$ cat src/rtl/cache_pkg.sv
// cache_pkg
// Shared definitions for the cache set controller and its victim selector.
// Holds the controller state enum and the width and ceiling of the per-way
// age field used for oldest-way replacement.
package cache_pkg;

    // Age is a small saturating counter per way. AGE_MAX marks the oldest line
    // and is also the age an empty way is treated as having.
    localparam int              AGE_W   = 2;
    localparam logic [AGE_W-1:0] AGE_MAX = 2'd3;

    // Controller sequence for a single CPU byte access.
    typedef enum logic [2:0] {
        IDLE,
        LOOKUP,
        COMPARE,
        WRITEBACK,
        FILL,
        ACCESS,
        RESP
    } ctrlState_e;

endpackage

$ cat src/rtl/cache_victim_select.sv
// cache_victim_select
// Purely combinational replacement choice for one set.
// Picks the lowest-index empty way if one exists. Otherwise it picks the way
// with the highest age, and on an age tie the lowest index wins.
// Ports:
//   line_empty_i     per-way empty flag
//   line_age_i       per-way age, way i at [AGE_W*i +: AGE_W]
//   victim_onehot_o  chosen way as a one-hot vector
//   victim_idx_o     chosen way as a binary index
module cache_victim_select
    import cache_pkg::*;
#(
    parameter int NUM_WAYS = 4,
    parameter int IDX_W    = $clog2(NUM_WAYS)
) (
    input  logic [NUM_WAYS-1:0]       line_empty_i,
    input  logic [AGE_W*NUM_WAYS-1:0] line_age_i,
    output logic [NUM_WAYS-1:0]       victim_onehot_o,
    output logic [IDX_W-1:0]          victim_idx_o
);

    logic             foundEmpty;
    logic [IDX_W-1:0] emptyIdx;
    logic [IDX_W-1:0] oldestIdx;
    logic [AGE_W-1:0] oldestAge;

    // Two independent scans feed the final choice.
    // The first scan finds the first empty way. The second finds the oldest
    // way. The oldest scan uses a strict greater-than, so on a tie the
    // earliest (lowest-index) way is kept.
    always_comb begin
        foundEmpty = 1'b0;
        emptyIdx   = '0;
        oldestIdx  = '0;
        oldestAge  = line_age_i[AGE_W-1:0];
        for (int i = 0; i < NUM_WAYS; i++) begin
            if (!foundEmpty && line_empty_i[i]) begin
                foundEmpty = 1'b1;
                emptyIdx   = IDX_W'(i);
            end
        end
        for (int i = 1; i < NUM_WAYS; i++) begin
            if (line_age_i[AGE_W*i +: AGE_W] > oldestAge) begin
                oldestAge = line_age_i[AGE_W*i +: AGE_W];
                oldestIdx = IDX_W'(i);
            end
        end
        victim_idx_o                  = foundEmpty ? emptyIdx : oldestIdx;
        victim_onehot_o               = '0;
        victim_onehot_o[victim_idx_o] = 1'b1;
    end

endmodule

$ cat src/rtl/cache_set_controller.sv
// cache_set_controller
// Sequences one N-way set of cache lines for byte reads and writes from the CPU.
// For each request it performs a lookup and a tag compare. On a miss it picks
// a victim, writes the victim back if it is dirty, and refills the line. It
// then issues the access to the target way, updates the LRU ages, and returns
// one byte to the CPU.
// Ports:
//   clk_i, rst_i                   clock, synchronous active-high reset
//   cpu_req_i/we_i/addr_i/wdata_i  CPU request, accepted when cpu_ready_o is high
//   cpu_ready_o, cpu_done_o        accept strobe (IDLE only), 1-cycle completion pulse
//   cpu_rdata_o                    returned byte (a write echoes the written byte)
//   multi_hit_o                    pulse when more than one way hit
//   line_hit/empty/dirty/age/tag/rdata_i  per-way status from the line array
//   line_ready_o, line_addr_o, line_wdata_o, line_sel_o  line array request bus
//   line_try_read_o/try_write_o    access strobes, qualified by line_sel_o
//   line_reset_age_o/incr_age_o    per-way LRU update
//   mem_rd_req_o/mem_wr_req_o/mem_addr_o/mem_ack_i  refill and write-back handshake
module cache_set_controller
    import cache_pkg::*;
#(
    parameter int NUM_WAYS = 4,
    parameter int ADDR_W   = 32,
    parameter int TAG_SIZE = 19,
    parameter int OFFSET_W = 6
) (
    input  logic                         clk_i,
    input  logic                         rst_i,
    input  logic                         cpu_req_i,
    input  logic                         cpu_we_i,
    input  logic [ADDR_W-1:0]            cpu_addr_i,
    input  logic [7:0]                   cpu_wdata_i,
    output logic                         cpu_ready_o,
    output logic                         cpu_done_o,
    output logic [7:0]                   cpu_rdata_o,
    output logic                         multi_hit_o,
    input  logic [NUM_WAYS-1:0]          line_hit_i,
    input  logic [NUM_WAYS-1:0]          line_empty_i,
    input  logic [NUM_WAYS-1:0]          line_dirty_i,
    input  logic [AGE_W*NUM_WAYS-1:0]    line_age_i,
    input  logic [TAG_SIZE*NUM_WAYS-1:0] line_tag_i,
    input  logic [8*NUM_WAYS-1:0]        line_rdata_i,
    output logic                         line_ready_o,
    output logic [ADDR_W-1:0]            line_addr_o,
    output logic [7:0]                   line_wdata_o,
    output logic [NUM_WAYS-1:0]          line_sel_o,
    output logic                         line_try_read_o,
    output logic                         line_try_write_o,
    output logic [NUM_WAYS-1:0]          line_reset_age_o,
    output logic [NUM_WAYS-1:0]          line_incr_age_o,
    output logic                         mem_rd_req_o,
    output logic                         mem_wr_req_o,
    output logic [ADDR_W-1:0]            mem_addr_o,
    input  logic                         mem_ack_i
);

    localparam int IDX_W = $clog2(NUM_WAYS);

    ctrlState_e        state_q, state_d;
    logic [ADDR_W-1:0] addr_q, addr_d;
    logic              we_q, we_d;
    logic [7:0]        wdata_q, wdata_d;
    logic [IDX_W-1:0]  target_q, target_d;

    logic                anyHit;
    logic                multiHit;
    logic [IDX_W-1:0]    hitIdx;
    logic [NUM_WAYS-1:0] victimOnehot;
    logic [IDX_W-1:0]    victimIdx;
    logic                victimDirty;
    logic [NUM_WAYS-1:0] targetOnehot;
    logic [AGE_W-1:0]    targetAge;

    cache_victim_select #(
        .NUM_WAYS (NUM_WAYS),
        .IDX_W    (IDX_W)
    ) u_victim (
        .line_empty_i    (line_empty_i),
        .line_age_i      (line_age_i),
        .victim_onehot_o (victimOnehot),
        .victim_idx_o    (victimIdx)
    );

    // Hit priority encoder.
    // The downward scan leaves the lowest hitting way in hitIdx.
    // Clearing the lowest set bit (x & (x-1)) leaves a nonzero value exactly
    // when two or more ways report a hit.
    // A write-back is needed only if the chosen victim is both dirty and
    // holds a valid line.
    always_comb begin
        anyHit   = |line_hit_i;
        multiHit = (line_hit_i & (line_hit_i - NUM_WAYS'(1))) != '0;
        hitIdx   = '0;
        for (int i = NUM_WAYS - 1; i >= 0; i--) begin
            if (line_hit_i[i]) begin
                hitIdx = IDX_W'(i);
            end
        end
        victimDirty = |(victimOnehot & line_dirty_i & ~line_empty_i);
    end

    // State register plus the latched request and target way.
    // Reset returns the controller to IDLE and clears the latched request,
    // which drops any outstanding memory request and any access strobe.
    always_ff @(posedge clk_i) begin
        if (rst_i) begin
            state_q  <= IDLE;
            addr_q   <= '0;
            we_q     <= 1'b0;
            wdata_q  <= '0;
            target_q <= '0;
        end else begin
            state_q  <= state_d;
            addr_q   <= addr_d;
            we_q     <= we_d;
            wdata_q  <= wdata_d;
            target_q <= target_d;
        end
    end

    // Next-state logic.
    // The request is latched only in IDLE, so the CPU side is ignored for the
    // rest of the sequence. The target way is fixed in COMPARE: the lowest
    // hitting way on a hit, otherwise the victim. mem_ack_i only moves the
    // FSM forward while a memory request is actually outstanding.
    always_comb begin
        state_d  = state_q;
        addr_d   = addr_q;
        we_d     = we_q;
        wdata_d  = wdata_q;
        target_d = target_q;
        unique case (state_q)
            IDLE: begin
                if (cpu_req_i) begin
                    addr_d  = cpu_addr_i;
                    we_d    = cpu_we_i;
                    wdata_d = cpu_wdata_i;
                    state_d = LOOKUP;
                end
            end
            LOOKUP:  state_d = COMPARE;
            COMPARE: begin
                if (anyHit) begin
                    target_d = hitIdx;
                    state_d  = ACCESS;
                end else begin
                    target_d = victimIdx;
                    state_d  = victimDirty ? WRITEBACK : FILL;
                end
            end
            WRITEBACK: if (mem_ack_i) state_d = FILL;
            FILL:      if (mem_ack_i) state_d = ACCESS;
            ACCESS:    state_d = RESP;
            RESP:      state_d = IDLE;
            default:   state_d = IDLE;
        endcase
    end

    // Output decode, driven purely from the current state and the latched request.
    // LRU update in ACCESS: the target's age is cleared. Every other valid way
    // that was no older than the target ages by one, saturating at AGE_MAX.
    // An empty target counts as AGE_MAX, so a fresh fill ages every valid way.
    always_comb begin
        cpu_ready_o      = 1'b0;
        cpu_done_o       = 1'b0;
        cpu_rdata_o      = '0;
        multi_hit_o      = 1'b0;
        line_ready_o     = 1'b0;
        line_addr_o      = addr_q;
        line_wdata_o     = wdata_q;
        line_sel_o       = '0;
        line_try_read_o  = 1'b0;
        line_try_write_o = 1'b0;
        line_reset_age_o = '0;
        line_incr_age_o  = '0;
        mem_rd_req_o     = 1'b0;
        mem_wr_req_o     = 1'b0;
        mem_addr_o       = '0;
        targetOnehot     = '0;
        targetOnehot[target_q] = 1'b1;
        targetAge = line_empty_i[target_q] ? AGE_MAX
                                           : line_age_i[int'(target_q)*AGE_W +: AGE_W];
        unique case (state_q)
            IDLE:    cpu_ready_o  = 1'b1;
            LOOKUP:  line_ready_o = 1'b1;
            COMPARE: multi_hit_o  = multiHit;
            WRITEBACK: begin
                mem_wr_req_o = 1'b1;
                mem_addr_o   = {line_tag_i[int'(target_q)*TAG_SIZE +: TAG_SIZE],
                                addr_q[ADDR_W-TAG_SIZE-1:OFFSET_W], {OFFSET_W{1'b0}}};
            end
            FILL: begin
                mem_rd_req_o = 1'b1;
                mem_addr_o   = {addr_q[ADDR_W-1:OFFSET_W], {OFFSET_W{1'b0}}};
            end
            ACCESS: begin
                line_ready_o     = 1'b1;
                line_sel_o       = targetOnehot;
                line_try_read_o  = ~we_q;
                line_try_write_o = we_q;
                line_reset_age_o = targetOnehot;
                for (int i = 0; i < NUM_WAYS; i++) begin
                    if (i != int'(target_q) && !line_empty_i[i] &&
                        line_age_i[i*AGE_W +: AGE_W] <= targetAge &&
                        line_age_i[i*AGE_W +: AGE_W] < AGE_MAX) begin
                        line_incr_age_o[i] = 1'b1;
                    end
                end
            end
            RESP: begin
                cpu_done_o  = 1'b1;
                cpu_rdata_o = we_q ? wdata_q : line_rdata_i[int'(target_q)*8 +: 8];
            end
            default: ;
        endcase
    end

endmodule

$ cat config.mk
export PLATFORM = sky130hd
export DESIGN_NAME = cache_set_controller
export DESIGN_NICKNAME = d
export VERILOG_FILES = /design/src/rtl/cache_pkg.sv /design/src/rtl/cache_victim_select.sv /design/src/rtl/cache_set_controller.sv
export SDC_FILE = /design/constraint.sdc
export NUM_CORES = 1
export LEC_CHECK = 0
export ABC_CLOCK_PERIOD_IN_PS = 3800
export CAP_MARGIN = 20
export CORE_AREA = 2 2 106 108
export CTS_CLUSTER_SIZE = 12
export DETAILED_ROUTE_END_ITERATION = 10
export DIE_AREA = 0 0 108 110
export PLACE_DENSITY_LB_ADDON = 0.08
export SLEW_MARGIN = 5
export SYNTH_ARGS = -nofsm -noshare
export SYNTH_HDL_FRONTEND = slang
export SYNTH_HIERARCHICAL = 1
export SYNTH_SLANG_ARGS = --single-unit
export TNS_END_PERCENT = 30
$ cat constraint.sdc
create_clock -name clk_i -period 3.8 [get_ports clk_i]
set_input_delay 0.38 -clock clk_i [delete_from_list [all_inputs] [get_ports clk_i]]
set_output_delay 0.38 -clock clk_i [all_outputs]
set_load 0.05 [all_outputs]
==> run metrics <==
status=finished, final reports clean; combinational share of power=44.7%; Internal Power=1100 uW; P&R area growth vs syn=84.7%; CORE AREA=10700 sq um; CTS sink count=46; max incr delay on CP=500 ps; pin count of the biggest net entering global routing=47; pwr/cell area=260 nW/um^2; NumNets Final=863; Crit path arrival time=3880 ps; placed inst area=6360 sq um; Clock Latency Late Sink=300 ps; max-slew violation count=0; leakage=0.00244 uW; Ys Warns=6; GRT Overall Usage=22.4%; most frequent cells in the layout=clkdlybuf4s50_1, nand2_1, a21oi_1; HPWL after DPL=11500 microns; first-pass GRT wire length=20500 microns; ant diodes=0; Post-Route WL=14400 microns; Min Clock Period, post-route=3650 ps; RSZ-0062 raised after global routing=no; EDFF count, synth=0; Hold Crit Class=reg2reg; Final Hold Viols=0; Vert. Die Dim=110 microns; die outline area=11900 sq um; register area=922 sq um; vias in the first global route=3949; Via-to-Cell Ratio=5.08; vias=4134; CP endpoint kind=register; area occupied by multi-input gates=2400 sq um; clock root cell=clkbuf_8; Num CTS Buffers=5; Yosys reg bits=46; Clk pin slew, worst setup/hold paths=80 ps; predominant post-synthesis flop cell=dfxtp_1; sequential fraction of the synthesis area=26.0%; WHS=459 ps; antenna violations before repair=0; Std-Cell Rows=38; cell count after synthesis=416; Reg power frac=33.0%; CP Class=in2reg; Clock Power Share=22.3%; GPL Wtd Cong=0.835; max_slew headroom=42.0%; Sw Ratio=35.6%; Worst Tran Pin Value=870 ps; initial DRC count=152; I/O Buffers=266; fill cell count=950; Hold Buf Count CTS=0; Max Buffers Root-to-Sink=2; IO Pins=273; fin crit share=96.1%; fraction of layout cells with a size suffix above 1=12.0%; CP required=4030 ps; crit-path max FO=3; TritonCTS clock tree=built; fraction of registers with async set or reset after synthesis=0%; synthesized area=3540 sq um; Max Clock Skew=7.38 ps; Power Total=1700 uW; CP startpoint kind=input pin; initial core utilization=33.1%; fin area=6530 sq um; Final setup viols=0; Slowest-stage cell, CP=clkdlybuf4s50_1; number of H-tree levels=2; max_cap viols=0; Mean Syn Cell Area=8.51 sq um; Post-DRT Antenna Nets=0; final setup TNS=0 ps; most common cell after layout, fill and taps aside=clkdlybuf4s50_1; VDD IR max=0.144 mV; Detailed Routing Iterations Pass 1=4; max frequency=274 MHz; Routed WL per cell=17.6 microns; Synth cell types=48; Residual DRC=0; Die Width=108 microns; P_sw=606 uW; critical-path cell list=clkdlybuf4s50_1, inv_2, ha_4, nand2b_4, o21ai_2, mux2_4, ha_1, nor2_1, o21ai_2, mux2_4, ha_1, a2bb2oi_2, buf_4, nor3_2, o21a_1, nand2_1, o22a_1, a211o_1, a21oi_2; total grt overflow=0
state kept, by name (all words and copies together) (netlist names):
name and cells:
state_q 3, line_addr_o 32, target_q 2, line_wdata_o 8
we_q 1
cell type report:
class / count / area share [%]
repair buffers: 285 / 43.5
clock inverters: 1 / 0.460
flip-flops and latches: 46 / 14.1
well taps: 140 / 2.68
multi-input cells: 316 / 36.8
clock buffers: 6 / 1.26
inverters: 20 / 1.15
worst max-delay path: cells and delay by family:
| family | cells | cell delay (ps) |
|---|---|---|
| adders and majority gates | 3 | 750 |
| AOI/OAI and AO/OA | 7 | 1040 |
| buffers and inverters | 3 | 700 |
| and+or+nand+nor | 4 | 410 |
| muxes | 2 | 630 |
stage by stage:
step	setup WS (ps)	utilization, %	instances
detailed placement	-399	59.4	806
global placement	-256	59.4	806
finish	148	61.1	814
floorplan	331	-	421
global route	0.877	61.1	814
CTS	9.76	60.6	813
cells in the mapped netlist, drive strengths merged (9+ instances only):
master	count	area share [%]
a22o	19	4.7
clkbuf	16	1.7
ha	16	5.7
dfxtp	46	26
nand2	89	9.4
a21oi	58	8.3
mux4	30	19
and2	9	1.6
nor2	21	2.2
buf	23	4.3
inv	20	2.1
nor3	13	1.8
routing by layer:
metal	global-route usage [%]	vias to the layer above	wire, microns
met1	25.8	1911	5310
li1	-	1986	-
met3	6.53	25	1390
met2	40.9	212	7370
met5	0	-	0
met4	5.49	0	285
logic make-up after synthesis:
logic type	after synthesis	share of synthesized area (%)
fa+ha+maj	17	5.94
simple gates	148	18.5
mux	40	22.2
flops	46	26.0
compound gates	105	19.1
other cells	1	0.106
buf+inv	59	8.10
power by group through the flow:
stage | Clock [uW] | Combinational (uW) | Sequential, uW
detailed placement | 0 | 752 | 572
CTS | 386 | 758 | 561
finish | 379 | 762 | 561
global route | 408 | 812 | 567
floorplan | 0 | 298 | 678
global placement | 0 | 738 | 570
worst paths after layout:
check	startpoint	endpoint	slack, ps	depth (start not counted)
hold / removal	line_addr_o[4]	line_addr_o[4]	460	2
setup reg to reg	state_q[0]	line_addr_o[10]	1930	4
setup / recovery	line_age_i[2]	state_q[1]	150	19
hold reg to reg	line_addr_o[4]	line_addr_o[4]	460	2
what timing repair did:
| item | 4_1_cts | 5_1_grt |
|---|---|---|
| resized for setup | 3 | 8 |
| buffers inserted | 0 | 1 |
| pin swaps | 0 | 4 |
| setup endpoints to repair | 1 | 4 |
Power figures use the tool's default switching activity.
